$ cat src/rtl/branch_pkg.sv
// branch_pkg: types and constants shared by the execute-side branch resolver.
// Widths come from ADDRESS_SIZE / INSTRUCTION_SIZE / BTB_SIZE when defined
// at compile time, otherwise from the defaults below.
// Contents: opcode classes, 2-bit counter encodings, BTB update payload,
// resolver FSM states and the counter saturation helper.

`ifndef ADDRESS_SIZE
`define ADDRESS_SIZE 64
`endif
`ifndef INSTRUCTION_SIZE
`define INSTRUCTION_SIZE 32
`endif
`ifndef BTB_SIZE
`define BTB_SIZE 16
`endif

package branch_pkg;

    localparam int unsigned ADDR_W      = `ADDRESS_SIZE;
    localparam int unsigned INSTR_W     = `INSTRUCTION_SIZE;
    localparam int unsigned BTB_ENTRIES = `BTB_SIZE;
    localparam int unsigned IDX_W       = $clog2(BTB_ENTRIES);

    localparam logic [6:0] OP_BRANCH = 7'b1100011;
    localparam logic [6:0] OP_JAL    = 7'b1101111;

    localparam logic [1:0] CNT_SNT = 2'b00;
    localparam logic [1:0] CNT_WNT = 2'b01;
    localparam logic [1:0] CNT_WT  = 2'b10;
    localparam logic [1:0] CNT_ST  = 2'b11;

    typedef struct packed {
        logic [IDX_W-1:0]  index;
        logic [ADDR_W-1:0] pc;
        logic [ADDR_W-1:0] target;
        logic              taken;
    } btb_update_t;

    typedef enum logic [1:0] {
        ST_IDLE,
        ST_REDIRECT,
        ST_DRAIN
    } res_state_t;

    // Saturating step of a 2-bit direction counter.
    function automatic logic [1:0] cnt_next(input logic [1:0] cnt, input logic taken);
        logic [1:0] nxt;
        unique case (cnt)
            CNT_SNT: nxt = taken ? CNT_WNT : CNT_SNT;
            CNT_WNT: nxt = taken ? CNT_WT  : CNT_SNT;
            CNT_WT:  nxt = taken ? CNT_ST  : CNT_WNT;
            default: nxt = taken ? CNT_ST  : CNT_WT;
        endcase
        return nxt;
    endfunction

endpackage

$ cat src/rtl/branch_update_fifo.sv
// branch_update_fifo: synchronous FIFO of btb_update_t entries.
// Ports: clk, reset (sync, active-high), push_i/push_data_i (write),
// pop_i (consume head), head_o (current head), full_o, empty_o.
// Pushes while full and pops while empty are dropped.

module branch_update_fifo
    import branch_pkg::*;
#(
    parameter int unsigned DEPTH = 4
) (
    input  logic        clk,
    input  logic        reset,
    input  logic        push_i,
    input  btb_update_t push_data_i,
    input  logic        pop_i,
    output btb_update_t head_o,
    output logic        full_o,
    output logic        empty_o
);

    localparam int unsigned PTR_W = $clog2(DEPTH);

    btb_update_t      mem_q [DEPTH];
    logic [PTR_W:0]   wr_ptr_q;
    logic [PTR_W:0]   rd_ptr_q;
    logic             do_push;
    logic             do_pop;

    // Extra MSB on the pointers distinguishes full from empty.
    assign empty_o = (wr_ptr_q == rd_ptr_q);
    assign full_o  = (wr_ptr_q[PTR_W] != rd_ptr_q[PTR_W]) &&
                     (wr_ptr_q[PTR_W-1:0] == rd_ptr_q[PTR_W-1:0]);
    assign head_o  = mem_q[rd_ptr_q[PTR_W-1:0]];

    assign do_push = push_i && !full_o;
    assign do_pop  = pop_i && !empty_o;

    // Storage and pointer update.
    always_ff @(posedge clk) begin
        if (reset) begin
            mem_q    <= '{default: '0};
            wr_ptr_q <= '0;
            rd_ptr_q <= '0;
        end else begin
            if (do_push) begin
                mem_q[wr_ptr_q[PTR_W-1:0]] <= push_data_i;
                wr_ptr_q <= wr_ptr_q + (PTR_W+1)'(1);
            end
            if (do_pop) begin
                rd_ptr_q <= rd_ptr_q + (PTR_W+1)'(1);
            end
        end
    end

endmodule

$ cat src/rtl/branch_resolver.sv
// branch_resolver: compares resolved control flow against the prediction,
// issues a one-shot redirect with flush held until flush_ack, owns the 2-bit
// direction counters and drains queued BTB updates over a ready/valid port.
// Ports: res_* (resolve input, res_ready back-pressure), pred_* (prediction
// carried down the pipe), redirect_valid/redirect_pc, flush/flush_ack,
// btb_wr_* (BTB write handshake with post-update counter).
// Optional: define BRANCH_RESOLVER_STATS_EN to add stat_branches and
// stat_mispredicts counters.

module branch_resolver
    import branch_pkg::*;
#(
    parameter int unsigned UPD_DEPTH = 4
) (
    input  logic               clk,
    input  logic               reset,
    input  logic               res_valid,
    output logic               res_ready,
    input  logic [ADDR_W-1:0]  res_pc,
    input  logic [INSTR_W-1:0] res_instruction,
    input  logic               res_taken,
    input  logic [ADDR_W-1:0]  res_target,
    input  logic               pred_taken,
    input  logic [ADDR_W-1:0]  pred_target,
    output logic               redirect_valid,
    output logic [ADDR_W-1:0]  redirect_pc,
    output logic               flush,
    input  logic               flush_ack,
    output logic               btb_wr_valid,
    input  logic               btb_wr_ready,
    output logic [IDX_W-1:0]   btb_wr_index,
    output logic [ADDR_W-1:0]  btb_wr_pc,
    output logic [ADDR_W-1:0]  btb_wr_target,
    output logic [1:0]         btb_wr_counter
`ifdef BRANCH_RESOLVER_STATS_EN
   ,output logic [31:0]        stat_branches
   ,output logic [31:0]        stat_mispredicts
`endif
);

    res_state_t        state_q, state_d;
    logic [ADDR_W-1:0] redirect_pc_q, redirect_pc_d;
    logic              redirect_valid_q, redirect_valid_d;
    logic              flush_q, flush_d;
    logic [1:0]        cnt_q [BTB_ENTRIES];

    logic [6:0]        opcode;
    logic              is_branch;
    logic              is_jal;
    logic              accept;
    logic              mispredict;
    logic [ADDR_W-1:0] correct_pc;
    logic              unused_instr;

    btb_update_t       push_data;
    btb_update_t       head;
    logic              fifo_full;
    logic              fifo_empty;
    logic              fifo_push;
    logic              fifo_pop;
    logic [1:0]        cnt_upd;

    // Decode and compare against the prediction.
    assign opcode       = res_instruction[6:0];
    assign unused_instr = ^res_instruction[INSTR_W-1:7];
    assign is_branch    = (opcode == OP_BRANCH);
    assign is_jal       = (opcode == OP_JAL);
    assign res_ready    = (state_q == ST_IDLE) && !fifo_full;
    assign accept       = res_valid && res_ready;
    assign mispredict   = (res_taken != pred_taken) ||
                          (res_taken && pred_taken && (res_target != pred_target));
    assign correct_pc   = res_taken ? res_target : (res_pc + ADDR_W'(4));

    // Only conditional branches train the BTB/counters; the mispredicted
    // branch's own update is queued even though it triggers a redirect.
    assign fifo_push        = accept && is_branch;
    assign push_data.index  = res_pc[IDX_W+1:2];
    assign push_data.pc     = res_pc;
    assign push_data.target = res_target;
    assign push_data.taken  = res_taken;

    branch_update_fifo #(
        .DEPTH (UPD_DEPTH)
    ) u_fifo (
        .clk         (clk),
        .reset       (reset),
        .push_i      (fifo_push),
        .push_data_i (push_data),
        .pop_i       (fifo_pop),
        .head_o      (head),
        .full_o      (fifo_full),
        .empty_o     (fifo_empty)
    );

    // Head drives the BTB write port; counter shown is the post-update value.
    assign btb_wr_valid   = !fifo_empty;
    assign fifo_pop       = btb_wr_valid && btb_wr_ready;
    assign cnt_upd        = cnt_next(cnt_q[head.index], head.taken);
    assign btb_wr_index   = head.index;
    assign btb_wr_pc      = head.pc;
    assign btb_wr_target  = head.target;
    assign btb_wr_counter = cnt_upd;

    // Direction counters, written back when the BTB accepts the update.
    always_ff @(posedge clk) begin
        if (reset) begin
            cnt_q <= '{default: CNT_WNT};
        end else if (fifo_pop) begin
            cnt_q[head.index] <= cnt_upd;
        end
    end

    // Redirect/flush FSM next-state and registered-output decode.
    always_comb begin
        state_d       = state_q;
        redirect_pc_d = redirect_pc_q;
        unique case (state_q)
            ST_IDLE: begin
                if (accept && (is_branch || is_jal) && mispredict) begin
                    state_d       = ST_REDIRECT;
                    redirect_pc_d = correct_pc;
                end
            end
            ST_REDIRECT: state_d = ST_DRAIN;
            ST_DRAIN: begin
                if (flush_ack) begin
                    state_d = ST_IDLE;
                end
            end
            default: state_d = ST_IDLE;
        endcase
        redirect_valid_d = (state_d == ST_REDIRECT);
        flush_d          = (state_d != ST_IDLE);
    end

    // FSM state and output registers.
    always_ff @(posedge clk) begin
        if (reset) begin
            state_q          <= ST_IDLE;
            redirect_pc_q    <= '0;
            redirect_valid_q <= 1'b0;
            flush_q          <= 1'b0;
        end else begin
            state_q          <= state_d;
            redirect_pc_q    <= redirect_pc_d;
            redirect_valid_q <= redirect_valid_d;
            flush_q          <= flush_d;
        end
    end

    assign redirect_valid = redirect_valid_q;
    assign redirect_pc    = redirect_pc_q;
    assign flush          = flush_q;

`ifdef BRANCH_RESOLVER_STATS_EN
    logic [31:0] stat_branches_q;
    logic [31:0] stat_mispredicts_q;

    // Free-running event counters, wrapping at 2^32.
    always_ff @(posedge clk) begin
        if (reset) begin
            stat_branches_q    <= '0;
            stat_mispredicts_q <= '0;
        end else if (accept && (is_branch || is_jal)) begin
            stat_branches_q <= stat_branches_q + 32'd1;
            if (mispredict) begin
                stat_mispredicts_q <= stat_mispredicts_q + 32'd1;
            end
        end
    end

    assign stat_branches    = stat_branches_q;
    assign stat_mispredicts = stat_mispredicts_q;
`endif

endmodule

$ cat config.mk
export PLATFORM = sky130hd
export DESIGN_NAME = branch_resolver
export DESIGN_NICKNAME = d
export VERILOG_FILES = /design/src/rtl/branch_pkg.sv /design/src/rtl/branch_update_fifo.sv /design/src/rtl/branch_resolver.sv
export SDC_FILE = /design/constraint.sdc
export NUM_CORES = 1
export LEC_CHECK = 0
export ABC_AREA = 1
export ABC_CLOCK_PERIOD_IN_PS = 5000
export BUFFER_PORTS_ARGS = -buffer_cell sky130_fd_sc_hd__buf_2
export CAP_MARGIN = 10
export CELL_PAD_IN_SITES_DETAIL_PLACEMENT = 1
export CELL_PAD_IN_SITES_GLOBAL_PLACEMENT = 1
export CORE_AREA = 2 2 210 315
export CTS_BUF_LIST = sky130_fd_sc_hd__clkbuf_4 sky130_fd_sc_hd__clkbuf_8
export CTS_CLUSTER_SIZE = 24
export DETAILED_ROUTE_END_ITERATION = 8
export DIE_AREA = 0 0 212 317
export HOLD_SLACK_MARGIN = 0.03
export PLACE_DENSITY = 0.82
export REMOVE_ABC_BUFFERS = 1
export SLEW_MARGIN = 15
export SYNTH_ARGS = -nofsm -noshare
export SYNTH_HDL_FRONTEND = slang
export SYNTH_SLANG_ARGS = --single-unit
$ cat constraint.sdc
create_clock -name clk -period 5 [get_ports clk]
set_input_delay 0.25 -clock clk [delete_from_list [all_inputs] [get_ports clk]]
set_output_delay 0.25 -clock clk [all_outputs]
set_load 0.01 [all_outputs]
==> results of run 1 <==
## area by class of cell
type | instances | area, µm²
tap | 870 | 1090
clock inverter | 20 | 221
antenna | 12 | 30.0
fill | 8401 | 29900
sequential | 622 | 12500
timing repair buffer | 572 | 3710
inverter | 205 | 807
multi-input combinational | 3013 | 14100
clock buffer | 157 | 1940
## worst register-to-register path, delay by kind of cell, from the launching register on
kind	cells	cell delay [ns]
xor+xnor	1	0.25
compound gates	3	0.92
buf+inv	1	0.60
flops	1	0.47
simple gates	4	1.11
## synthesized netlist by cell type (all sizes together)
library cell / n
nor3b: 2
nor3: 20
mux2i: 3
o211ai: 1
o21bai: 1
nand2: 544
dfxtp: 622
buf: 112
o22ai: 125
clkbuf: 195
inv: 205
a21oi: 453
xor2: 79
nand3: 127
xnor2: 7
a32oi: 1
nand3b: 2
nor4: 4
o21ai: 824
nand4: 18
or2: 1
ha: 7
nor2: 794
## stage by stage
stage               hold slack (ns)  setup slack [ns]  cells
floorplan                     0.319             -3.35   3840
CTS                           0.111             0.608   5459
global route                  0.180             0.388   5464
detailed placement            0.440              1.45   5151
global placement              0.432              1.49   5151
finish                        0.144             0.740   5471
## logic make-up (layout without fill, tap and decap cells)
group | Yosys count | count (layout) | share of synthesized area (%)
AO/OA/AOI/OAI | 1405 | 1405 | 25.1
flip-flops | 622 | 622 | 43.4
adder cells (fa/ha/maj) | 7 | 7 | 0.305
AND/OR/NAND/NOR | 1512 | 1512 | 21.0
other | 0 | 12 | 0
buffers and inverters | 512 | 954 | 7.49
XOR/XNOR | 86 | 86 | 2.62
multiplexers | 3 | 3 | 0.105
## registers in the layout, summed over array words and instances, names as in the netlist
register / flops
cnt_q: 32
flush: 1
redirect_pc: 64
redirect_valid: 1
state_q: 2
u_fifo.mem_q: 516
u_fifo.rd_ptr_q: 3
u_fifo.wr_ptr_q: 3
## worst paths after layout
check | end
worst max-delay path | btb_wr_counter[0]
worst min-delay path | u_fifo.wr_ptr_q[1]$_SDFFE_PP0P_
worst max register to register | redirect_pc[4]$_SDFFE_PP0P_
worst min register to register | u_fifo.mem_q[201]$_SDFFE_PP0P_
## power groups by stage
stage | Sequential (mW) | Combinational [mW] | Clock [mW]
floorplan | 5.14 | 0.876 | 0
global placement | 5.09 | 1.64 | 0
detailed placement | 5.09 | 1.66 | 0
CTS | 4.98 | 1.75 | 4.88
global route | 4.98 | 1.92 | 5.11
finish | 4.98 | 1.78 | 4.84
## metal layers
metal / share of wire (%) / wire length, µm / vias to the layer above / GRT usage (%)
li1: - / - / 14600 / -
met1: 40 / 48200 / 15400 / 41.8
met2: 48 / 57700 / 1141 / 59.6
met3: 7.0 / 8420 / 265 / 6.48
met4: 5.0 / 6010 / 8 / 18.3
met5: 0.046 / 55 / - / 0
==> summary.txt, run 1 <==
Clock tree
  • H-tree levels: 3
  • CTS buffer count: 99
  • Clk buf depth: 3
  • Worst skew pair latency: 0.74 ns
  • Post-CTS setup repair buffer count: 0
  • Post_cts resized: 0
  • Root buffer cell: clkbuf_8
  • Worst-path clk slew: 0.07 ns
  • Clock sinks: 622
  • CTS Hold Bufs: 131
  • CTS tree: built

Setup path
  • Worst r2r path cells: 9
  • CP most frequent cell: nand2_1
  • Worst Setup SP: u_fifo.rd_ptr_q[0]$_SDFFE_PP0P_
  • Critical Path AT: 4.01 ns
  • Worst path buffer plus inverter count: 2
  • Data required, critical path: 4.75 ns
  • Crit path depth: 13
  • Cell family with most CP delay: simple AND/OR/NAND/NOR gates
  • Reg2reg setup slack: 1.49 ns
  • Startpoint Class: flip-flop
  • CP endpoint kind: output port
  • Classification of the worst setup path: flip-flop to output port
  • Critical Path Max Stage Delay: 0.60 ns
  • CP Cell Sequence: buf_12, nand2_1, nand3_4, nand2_4, nand2_1, nand2_1, nand2_1, nand2_1, nand2_1, nand2_1, o21ai_4, nand2_4, buf_2
  • Worst-path maximum fanout: 189
  • Critical path's slowest cell: buf_12
  • FF-to-FF Start: u_fifo.rd_ptr_q[0]$_SDFFE_PP0P_

Finish
  • Most frequent cells in the layout: o21ai_0 (801), nor2_1 (793), dfxtp_1 (620)
  • Share of layout cells above drive strength 1: 14.2%
  • Final Cell Area: 0.0344 mm²
  • Area grow syn2layout: 19.8%
  • # nets final: 4,751
  • Commonest non-fill, non-tap cell in the layout: o21ai_0
  • Final core utilization: 53.5%

Global routing
  • Vias in the first global route: 31,400
  • First-pass GRT wire length: 182,000 µm
  • Antenna violations before repair: 10
  • Overall Global Routing Usage: 35.0%
  • Maximum number of pins on one net before global-route repair: 190
  • Congestion Overflow GR: 0

Floorplan
  • I/O Pins: 433
  • Width of the chip: 212 µm
  • DIE HEIGHT: 317 µm
  • Die area: 0.0672 mm²
  • Initial Utilization: 44.6%
  • Core ar.: 0.0643 mm²
  • Row cnt: 114

Yosys
  • Post-synthesis average cell area: 6.92 µm²
  • Area of the mapped netlist: 0.0287 mm²
  • Yosys top cell area share: 43.4%
  • Synthesis warning total: 0
  • Seq/Total Area, Yosys: 43.4%
  • Synth top area cells: dfxtp_1 (43%), o21ai_0 (14%), nor2_1 (10%)
  • #FFs+latches synth: 622
  • Cell taking the most area after synthesis: dfxtp_1
  • Yosys cell types: 36
  • Mapped Cells: 4,147

Pwr
  • Comb power frac: 15.4%
  • Net Switching: 3.42 mW
  • Sw frac: 29.5%
  • Clk pwr share: 41.7%
  • Int Pwr: 8.18 mW
  • Leakage: 14.8 nW
  • Power per cell area: 337 mW/mm²
  • Peak supply drop: 0.222 mV
  • Register share of total power: 42.9%
  • Power Total: 11.6 mW

STA
  • Hold Vio Cnt, Final: 0
  • Min Clock Period, post-route: 4.26 ns
  • Slew @ Worst Pin: 1.12 ns
  • Final setup viols: 0
  • Fmax: 235 MHz
  • TNS Setup: 0 ns
  • Fin. max-slew vios: 0
  • Final clock skew: 0.0250 ns
  • Slew margin rel.: 25.1%
  • Unrepaired setup endpoints after global routing: false
  • Crit share post-route: 85.2%

Run status
  • Outcome: finished clean

Detailed routing
  • Wire per inst: 22.0 µm
  • Final WL: 120,000 µm
  • First-pass iteration count of the detailed router: 5
  • Drt initial violations: 2,234
  • Post-route DRC violation count: 0
  • Via count: 31,400
  • Antenna-violating nets left: 0
  • Post-DR vias/cell: 5.73

Placement
  • Hpwl dp: 75,500 µm
  • I/O Buffers: 407
  • Area after DPL: 0.0309 mm²
  • Placer Congestion: 0.972

Hold path
  • Worst hold path startpoint: res_instruction[4]
  • Hold crit path type: input pin to flip-flop
  • WHS Path Cells: 5

Run
  • Max cap viols: 0
(Power assumes the default switching activity.)
==> run 2, diff against run 1 <==
--- a/config.mk
+++ b/config.mk
@@ -11,13 +11,13 @@
 export CAP_MARGIN = 10
 export CELL_PAD_IN_SITES_DETAIL_PLACEMENT = 1
 export CELL_PAD_IN_SITES_GLOBAL_PLACEMENT = 1
-export CORE_AREA = 2 2 210 315
+export CORE_AREA = 2 2 222 334
 export CTS_BUF_LIST = sky130_fd_sc_hd__clkbuf_4 sky130_fd_sc_hd__clkbuf_8
 export CTS_CLUSTER_SIZE = 24
 export DETAILED_ROUTE_END_ITERATION = 8
-export DIE_AREA = 0 0 212 317
+export DIE_AREA = 0 0 224 336
 export HOLD_SLACK_MARGIN = 0.03
-export PLACE_DENSITY = 0.82
+export PLACE_DENSITY = 0.74
 export REMOVE_ABC_BUFFERS = 1
 export SLEW_MARGIN = 15
 export SYNTH_ARGS = -nofsm -noshare
==> run 2 against run 1 <==
Flip-flop and latch count is the same. Count of clock-buffer cells in the layout grew 7. Global-route usage fell by 4.1 points. Combinational power barely moved. Clock power increased by 1%.
==> summary.txt, run 2 (synthesis results as in run 1) <==
Setup path
  • FF-to-FF Start: u_fifo.rd_ptr_q[1]$_SDFFE_PP0P_ (was u_fifo.rd_ptr_q[0]$_SDFFE_PP0P_)
  • Data required, critical path: 4.75 ns (about the same)
  • Startpoint Class: flip-flop (unchanged)
  • CP endpoint kind: output port (unchanged)
  • Worst Setup SP: u_fifo.rd_ptr_q[0]$_SDFFE_PP0P_ (unchanged)
  • Worst r2r path cells: 9 (unchanged)
  • Critical Path AT: 4.06 ns (was 4.01 ns)
  • Worst-path maximum fanout: 167 (was 189)
  • Classification of the worst setup path: flip-flop to output port (unchanged)

Finish
  • Top reg by flops: u_fifo.mem_q (unchanged)
  • Final Cell Area: 0.0345 mm² (was 0.0344 mm²)
  • Share of layout cells above drive strength 1: 14.4% (was 14.2%)
  • Area grow syn2layout: 20.1% (was 19.8%)
  • Most frequent cells in the layout: o21ai_0 (801), nor2_1 (793), dfxtp_1 (620) (unchanged)
  • # nets final: 4,751 (unchanged)
  • Final core utilization: 47.7% (was 53.5%)
  • Fillers: 9,348 (was 8,401)
  • Commonest non-fill, non-tap cell in the layout: o21ai_0 (unchanged)
  • Max FFs per register: 516 (unchanged)

Global routing
  • First-pass GRT wire length: 180,000 µm (was 182,000 µm)
  • Congestion Overflow GR: 0 (unchanged)
  • Antenna violations before repair: 6 (was 10)
  • Maximum number of pins on one net before global-route repair: 184 (was 190)
  • Overall Global Routing Usage: 30.9% (was 35.0%)
  • Vias in the first global route: 30,300 (was 31,400)

Pwr
  • Int Pwr: 8.18 mW (about the same)
  • Sw frac: 29.7% (was 29.5%)
  • Power Total: 11.6 mW (about the same)
  • Net Switching: 3.45 mW (was 3.42 mW)
  • Peak supply drop: 0.202 mV (was 0.222 mV)
  • Clk pwr share: 42.0% (was 41.7%)
  • Power per cell area: 337 mW/mm² (about the same)
  • Register share of total power: 42.9% (about the same)
  • Comb power frac: 15.1% (was 15.4%)
  • Leakage: 14.9 nW (was 14.8 nW)

Placement
  • Placer Congestion: 0.933 (was 0.972)
  • Area after DPL: 0.0309 mm² (about the same)
  • Hpwl dp: 75,700 µm (was 75,500 µm)
  • I/O Buffers: 407 (unchanged)

Detailed routing
  • Drt initial violations: 2,017 (was 2,234)
  • Wire per inst: 21.5 µm (was 22.0 µm)
  • Post-DR vias/cell: 5.52 (was 5.73)
  • Antenna-violating nets left: 0 (unchanged)
  • First-pass iteration count of the detailed router: 5 (unchanged)
  • Post-route DRC violation count: 0 (unchanged)
  • Final WL: 119,000 µm (was 120,000 µm)
  • Via count: 30,500 (was 31,400)

Floorplan
  • Row cnt: 121 (was 114)
  • DIE HEIGHT: 336 µm (was 317 µm)
  • Width of the chip: 224 µm (was 212 µm)
  • Core ar.: 0.0722 mm² (was 0.0643 mm²)
  • I/O Pins: 433 (unchanged)
  • Initial Utilization: 39.8% (was 44.6%)
  • Die area: 0.0753 mm² (was 0.0672 mm²)

Hold path
  • Worst hold path startpoint: reset (was res_instruction[4])
  • Hold crit path type: input pin to flip-flop (unchanged)
  • WHS Path Cells: 4 (was 5)

STA
  • Final clock skew: 0.0290 ns (was 0.0250 ns)
  • Fmax: 232 MHz (was 235 MHz)
  • Final setup viols: 0 (unchanged)
  • Slew @ Worst Pin: 1.17 ns (was 1.12 ns)
  • Hold Vio Cnt, Final: 0 (unchanged)
  • Unrepaired setup endpoints after global routing: false (unchanged)
  • Crit share post-route: 86.2% (was 85.2%)
  • Fin. max-slew vios: 0 (unchanged)
  • Slew margin rel.: 22.0% (was 25.1%)
  • Min Clock Period, post-route: 4.31 ns (was 4.26 ns)
  • Worst Hold Slack: 0.112 ns (was 0.144 ns)
  • TNS Setup: 0 ns (unchanged)

Clock tree
  • H-tree levels: 3 (unchanged)
  • CTS buffer count: 102 (was 99)
  • Worst-path clk slew: 0.07 ns (about the same)
  • Root buffer cell: clkbuf_8 (unchanged)
  • CTS tree: built (unchanged)
  • Post-CTS setup repair buffer count: 0 (unchanged)
  • Clk buf depth: 3 (unchanged)
  • Worst skew pair latency: 0.76 ns (was 0.74 ns)
  • Clock sinks: 622 (unchanged)

Run status
  • Outcome: finished clean (unchanged)

Run
  • Max cap viols: 0 (unchanged)
[run 2: power by group through the flow]
stage                     registers [mW]  logic (mW)  clock network [mW]
after CTS                           4.99        1.75                4.98
final                               4.99        1.76                4.89
after global placement              5.10        1.65                   0
after floorplan                     5.14       0.876                   0
after global routing                4.99        1.90                5.18
after detailed placement            5.10        1.66                   0
[run 2: repair_timing]
| action | in CTS | in global routing |
|---|---|---|
| resized for setup | 0 | 0 |
| hold buffers | 131 | 0 |
| hold endpoints to repair | 559 | 0 |
[run 2: per-stage QoR]
step | setup WS (ns) | instances
2_1_floorplan | -3.35 | 3840
3_3_place_gp | 1.45 | 5200
3_5_place_dp | 1.43 | 5200
4_1_cts | 0.631 | 5520
5_1_grt | 0.450 | 5522
6_report | 0.691 | 5533
[run 2: path summary, 6_finish.rpt]
kind                                                   endpoint  slack, ns
worst max-delay path                          btb_wr_counter[0]       0.69
worst min-delay path            u_fifo.wr_ptr_q[1]$_SDFFE_PP0P_       0.11
worst max register to register      redirect_pc[4]$_SDFFE_PP0P_       1.55
worst min register to register     redirect_pc[62]$_SDFFE_PP0P_       0.46
[run 2: cell type report]
cell class	instances	area (µm²)	area share, %
repair buffers	569	3660	10.6
flip-flops and latches	622	12500	36.1
diodes	13	32.5	0.0944
inverters	205	817	2.37
clock inverters	25	205	0.595
clock buffers	164	2010	5.84
multi-input cells	3013	14100	41.0
well taps	922	1150	3.35
[run 2: metal layers]
| metal | GRT usage (%) | routed length, µm | up-vias |
|---|---|---|---|
| met3 | 5.34 | 6350 | 219 |
| met1 | 38.0 | 50900 | 14900 |
| met4 | 13.2 | 4800 | 4 |
| met5 | 0 | 27 | - |
| met2 | 52.9 | 56900 | 803 |
| li1 | - | - | 14600 |
[run 2: worst max-delay path, stage by stage, from the launching register on]
cell and delay (ns):
dfxtp_4 0.39, buf_12 0.56, nand2_1 0.09, o21ai_0 0.10, nand2_1 0.07, nand2_1 0.43
inv_2 0.20, nand2_1 0.11, nand2_1 0.05, nand2_1 0.06, nand2_1 0.10, o21ai_4 0.57
nand2_4 0.28, buf_2 0.22
